$ cat src/rtl/conv_window_gen.sv
// conv_window_gen: raster pixel stream to CIN x F x F sliding windows.
// Stride 1, no padding; F-1 line buffers feed an F x F shift window.
module conv_window_gen #(
  parameter int WIDTH = 8,
  parameter int F     = 5,
  parameter int CIN   = 3,
  parameter int IMG_W = 32,
  parameter int IMG_H = 32
) (
  input  logic                         clk,
  input  logic                         rst,
  input  logic [CIN*WIDTH-1:0]         in_data,
  input  logic                         in_valid,
  output logic                         in_ready,
  output logic [CIN*F*F*WIDTH-1:0]     win,
  output logic                         win_valid,
  input  logic                         win_ready,
  output logic                         win_last,
  output logic [$clog2(IMG_H)-1:0]     win_row,
  output logic [$clog2(IMG_W)-1:0]     win_col
);

  localparam int PW = CIN*WIDTH;
  localparam int CW = $clog2(IMG_W);
  localparam int RW = $clog2(IMG_H);

  logic [PW-1:0]    lb [F-1][IMG_W];
  logic [WIDTH-1:0] wr [CIN][F][F];
  logic [PW-1:0]    col_new [F];
  logic [CW-1:0]    col_cnt;
  logic [RW-1:0]    row_cnt;
  logic             acc;
  logic             col_end;
  logic             row_end;
  logic             hit;

  assign in_ready = !win_valid || win_ready;
  assign acc      = in_valid && in_ready;
  assign col_end  = col_cnt == CW'(IMG_W-1);
  assign row_end  = row_cnt == RW'(IMG_H-1);
  assign hit      = (row_cnt >= RW'(F-1)) &&
                    (col_cnt >= CW'(F-1));

  // column entering the window, top row first, newest pixel last
  always_comb begin
    for (int i = 0; i < F-1; i++) begin
      col_new[i] = lb[F-2-i][col_cnt];
    end
    col_new[F-1] = in_data;
  end

  // line buffers cascade one row down per accept; contents not reset
  always_ff @(posedge clk) begin
    if (acc) begin
      lb[0][col_cnt] <= in_data;
      for (int k = 1; k < F-1; k++) begin
        lb[k][col_cnt] <= lb[k-1][col_cnt];
      end
    end
  end

  // raster position of the next pixel to be accepted
  always_ff @(posedge clk) begin
    if (rst) begin
      col_cnt <= '0;
      row_cnt <= '0;
    end else if (acc) begin
      if (col_end) begin
        col_cnt <= '0;
        row_cnt <= row_end ? '0 : row_cnt + 1'b1;
      end else begin
        col_cnt <= col_cnt + 1'b1;
      end
    end
  end

  // window shifts left and loads the new column on each accept
  always_ff @(posedge clk) begin
    if (rst) begin
      for (int c = 0; c < CIN; c++) begin
        for (int i = 0; i < F; i++) begin
          for (int j = 0; j < F; j++) begin
            wr[c][i][j] <= '0;
          end
        end
      end
    end else if (acc) begin
      for (int c = 0; c < CIN; c++) begin
        for (int i = 0; i < F; i++) begin
          for (int j = 0; j < F-1; j++) begin
            wr[c][i][j] <= wr[c][i][j+1];
          end
          wr[c][i][F-1] <= col_new[i][c*WIDTH +: WIDTH];
        end
      end
    end
  end

  // flatten window register to element n = c*F*F + i*F + j
  always_comb begin
    win = '0;
    for (int c = 0; c < CIN; c++) begin
      for (int i = 0; i < F; i++) begin
        for (int j = 0; j < F; j++) begin
          win[(c*F*F + i*F + j)*WIDTH +: WIDTH] = wr[c][i][j];
        end
      end
    end
  end

  // window valid/position tracking with hold under backpressure
  always_ff @(posedge clk) begin
    if (rst) begin
      win_valid <= 1'b0;
      win_last  <= 1'b0;
      win_row   <= '0;
      win_col   <= '0;
    end else if (acc) begin
      win_valid <= hit;
      win_last  <= hit && row_end && col_end;
      if (hit) begin
        win_row <= row_cnt;
        win_col <= col_cnt;
      end
    end else if (win_ready) begin
      win_valid <= 1'b0;
    end
  end

endmodule

$ cat config.mk
export PLATFORM = sky130hd
export DESIGN_NAME = conv_window_gen
export DESIGN_NICKNAME = d
export VERILOG_FILES = /design/src/rtl/conv_window_gen.sv
export SDC_FILE = /design/constraint.sdc
export NUM_CORES = 2
export LEC_CHECK = 0
export ABC_CLOCK_PERIOD_IN_PS = 45300
export CAP_MARGIN = 10
export CORE_ASPECT_RATIO = 1.25
export CORE_MARGIN = 3
export CORE_UTILIZATION = 40
export CTS_BUF_LIST = sky130_fd_sc_hd__clkbuf_8
export DETAILED_ROUTE_END_ITERATION = 16
export GPL_ROUTABILITY_DRIVEN = 0
export GPL_TIMING_DRIVEN = 0
export PLACE_DENSITY_LB_ADDON = 0.12
export SLEW_MARGIN = 10
export SYNTH_ARGS = -nofsm -noshare
export SYNTH_HDL_FRONTEND = slang
export SYNTH_SLANG_ARGS = --single-unit
$ cat constraint.sdc
create_clock -name clk -period 45.3 [get_ports clk]
set_input_delay 4.53 -clock clk [delete_from_list [all_inputs] [get_ports clk]]
set_output_delay 4.53 -clock clk [all_outputs]
set_load 0.05 [all_outputs]
==> run_results.csv <==
group,metric,value,unit
cts,cts_setup_buffers,0,
yosys,async_reset_ff_share,0,%
die,chipHeight,665,um
worst_setup_path,reg2reg_slack,39850,ps
placement,hpwl_detailed,301000,um
worst_setup_path,timing.critical_path.arrival,6080,ps
timing,final_min_period_over_clock_period,23.4,%
final_layout,finalNetCount,8990,
detailed_routing,drtIter0Drc,7304,
cts,cts_tree,"done",
timing,fin_setup_tns,0,ps
timing,slew-limit-headroom,8.76,%
timing,max_clock_freq,94.3,MHz
yosys,arithmetic_cell_share_of_the_synthesized_area_counting_full_adders_half_adders_and_majority_gates,0.0720,%
yosys,synth.net_count,7493,
die,design.core.area,0.345,mm2
yosys,yosysWarnings,0,
final_layout,layout_commonest_cell,"edfxtp_1",
die,design.die.area,0.355,mm2
timing,tightest_slew,1370,ps
worst_setup_path,criticalPathCategory,"primary input to output pin",
die,std_cell_rows,241,
grt,grt_util_all_layers,23.8,%
placement,buffers_on_ports,639,
timing,grt_setup_unrepaired,"no",
yosys,synthSimpleGateAreaFrac,3.77,%
timing,final_max_slew_viol_count,0,
die,ios,641,
cts,num_clock_sinks,3694,
detailed_routing,wl_per_cell,31.0,um
yosys,synth_seq_area_share,79.7,%
yosys,synthesis.instances,7457,
cts,clock_tree.buffer_depth,4,
worst_setup_path,critPathCaptureType,"output pin",
power_and_ir_drop,total_leakage_power,53.9,nW
cts,ctsHtreeMaxLevel,6,
worst_setup_path,critPathMaxFanout,7,
yosys,number_of_unique_standard_cell_types_used_by_synthesis,36,
yosys,synth-seq-cells,3694,
final_layout,final_core_utilization,48.3,%
detailed_routing,vias_per_cell,5.48,
cts,cts_made_buffers,593,
yosys,postSynth.topFlopCell,"edfxtp_1",
timing,hold_viol_final,0,
timing,finalWorstPathRequiredPeriod,10610,ps
die,die_x,533,um
yosys,post_synthesis_compound_gate_area_fraction,3.89,%
yosys,synth-edff-count,3672,
worst_setup_path,cp_data_required_time,40770,ps
final_layout,share_of_cells_above_drive_strength_1,14.0,%
outcome,run_status,"finished, final reports clean",
yosys,synth_top_family_by_area,"multiplexers",
cts,clock_latency,1220,ps
cts,cts_hold_repair.buffers,0,
detailed_routing,detailroute.via_count,76800,
power_and_ir_drop,power_per_cell_area,42.7,mW/mm2
cts,clk_root_buffer_cell,"clkbuf_8",
cts,cts_resized,0,
grt,grt_first_pass_wirelength,599000,um
grt,antenna_found_initial,32,
grt,maximum_number_of_pins_on_one_net_before_global_route_repair,64,
cts,clkTransAtPathRegs,60,ps
final_layout,most-common-layout-cells,"3672 x edfxtp_1, 1545 x mux2i_1, 768 x o22ai_1",
run,count_of_maximum_capacitance_violations,0,
grt,grt_pass1_vias,77200,
yosys,postSynthAreaPerCell,18.6,um2
yosys,synth_xor_area_share,0.00630,%
hold_path,min_path_type,"flip-flop to flip-flop",
final_layout,syn2layout_area_growth,20.0,%
die,initial_core_util,40.2,%
detailed_routing,drcViolationCount,0,
yosys,muxShareOfSynthArea,11.1,%
worst_setup_path,cp-start-kind,"primary input",
timing,fin_worst_skew,70.6,ps
grt,grt_overflow,0,
detailed_routing,wl,434000,um
detailed_routing,antenna_violating_nets_post_route,0,
yosys,synthesis.area,0.139,mm2
detailed_routing,drtPass1Iterations,5,
power_and_ir_drop,power.ir.vdd_worst,0.0000265,V
timing,final-setup-viol-count,0,
-- registers in the layout, indices dropped and copies added, names as in the netlist --
name / cells
win_valid: 1
win_last: 1
win_row: 5
row_cnt: 5
wr: 600
lb: 3072
col_cnt: 5
win_col: 5
-- stage by stage --
| stage | worst slack [ps] | total power, W | hold WS, ps | instance area (um2) | std cells |
|---|---|---|---|---|---|
| 2_1_floorplan | 25070 | 0.00432 | 461 | 139000 | 7457 |
| 3_3_place_gp | 17890 | 0.00458 | 446 | 151000 | 12700 |
| 3_5_place_dp | 34700 | 0.00457 | 453 | 156000 | 13000 |
| 4_1_cts | 34690 | 0.00718 | 462 | 167000 | 14000 |
| 5_1_grt | 34630 | 0.00736 | 492 | 167000 | 14000 |
| 6_report | 34690 | 0.00712 | 458 | 167000 | 14000 |
-- cell usage after synthesis, types with 4 or more instances --
| master | count | area share (%) |
|---|---|---|
| dfxtp_1 | 22 | 0.32 |
| inv_1 | 4 | 0.011 |
| nand3_1 | 7 | 0.025 |
| o22ai_1 | 768 | 3.5 |
| buf_1 | 22 | 0.059 |
| a21oi_1 | 84 | 0.30 |
| a31oi_1 | 26 | 0.12 |
| nand2_1 | 88 | 0.24 |
| mux2i_1 | 1545 | 11 |
| nor4_1 | 168 | 0.76 |
| buf_2 | 228 | 0.82 |
| nor2_1 | 88 | 0.24 |
| nand4bb_1 | 6 | 0.049 |
| or3_1 | 4 | 0.018 |
| buf_6 | 13 | 0.11 |
| and2_1 | 505 | 2.3 |
| ha_1 | 8 | 0.072 |
| edfxtp_1 | 3672 | 79 |
| or4b_1 | 4 | 0.029 |
| buf_4 | 7 | 0.038 |
| nor3_1 | 4 | 0.014 |
| clkbuf_1 | 156 | 0.42 |
-- critical path, cell delays in order --
cell and delay, ps:
clkdlybuf4s50_1 450, nand2b_1 90, buf_2 180, clkdlybuf4s50_1 830
-- area by class of cell --
type / count / area, um2
inverter: 4 / 15.0
clock buffer: 607 / 8350
timing repair buffer: 902 / 11200
antenna: 12 / 30.0
tap: 4617 / 5780
clock inverter: 425 / 2170
sequential: 3694 / 111000
fill: 29100 / 178000
multi-input combinational: 3332 / 26500
buffer: 427 / 2030
-- worst paths after layout --
check | from | to | depth (start not counted)
worst max-delay path | win_ready | in_ready | 4
worst min-delay path | win_last | win_last | 2
worst max register to register | col_cnt[1] | lb[3][514] | 8
worst min register to register | win_last | win_last | 2
-- cells by family after synthesis --
kind of cell | after synthesis
adders and majority gates | 8
DFF | 3694
and+or+nand+nor | 897
muxes | 1545
buffers and inverters | 431
AOI/OAI and AO/OA | 881
xor gates and xnor gates | 1
-- where the power goes --
group | total, W | switching, W | internal [W] | leakage, nW
combinational | 0.000586 | 0.000432 | 0.000154 | 13.2
sequential | 0.00391 | 0.0000220 | 0.00389 | 34.6
clock | 0.00262 | 0.00132 | 0.00130 | 6.12
-- layer usage --
| layer | GRT usage [%] | vias up | routed length, um |
|---|---|---|---|
| met4 | 6.40 | 2 | 12200 |
| met1 | 30.8 | 40100 | 174000 |
| met5 | 0 | - | 13 |
| li1 | - | 32900 | - |
| met3 | 4.24 | 712 | 29600 |
| met2 | 41.3 | 3115 | 219000 |
Power figures use the tool's default switching activity.
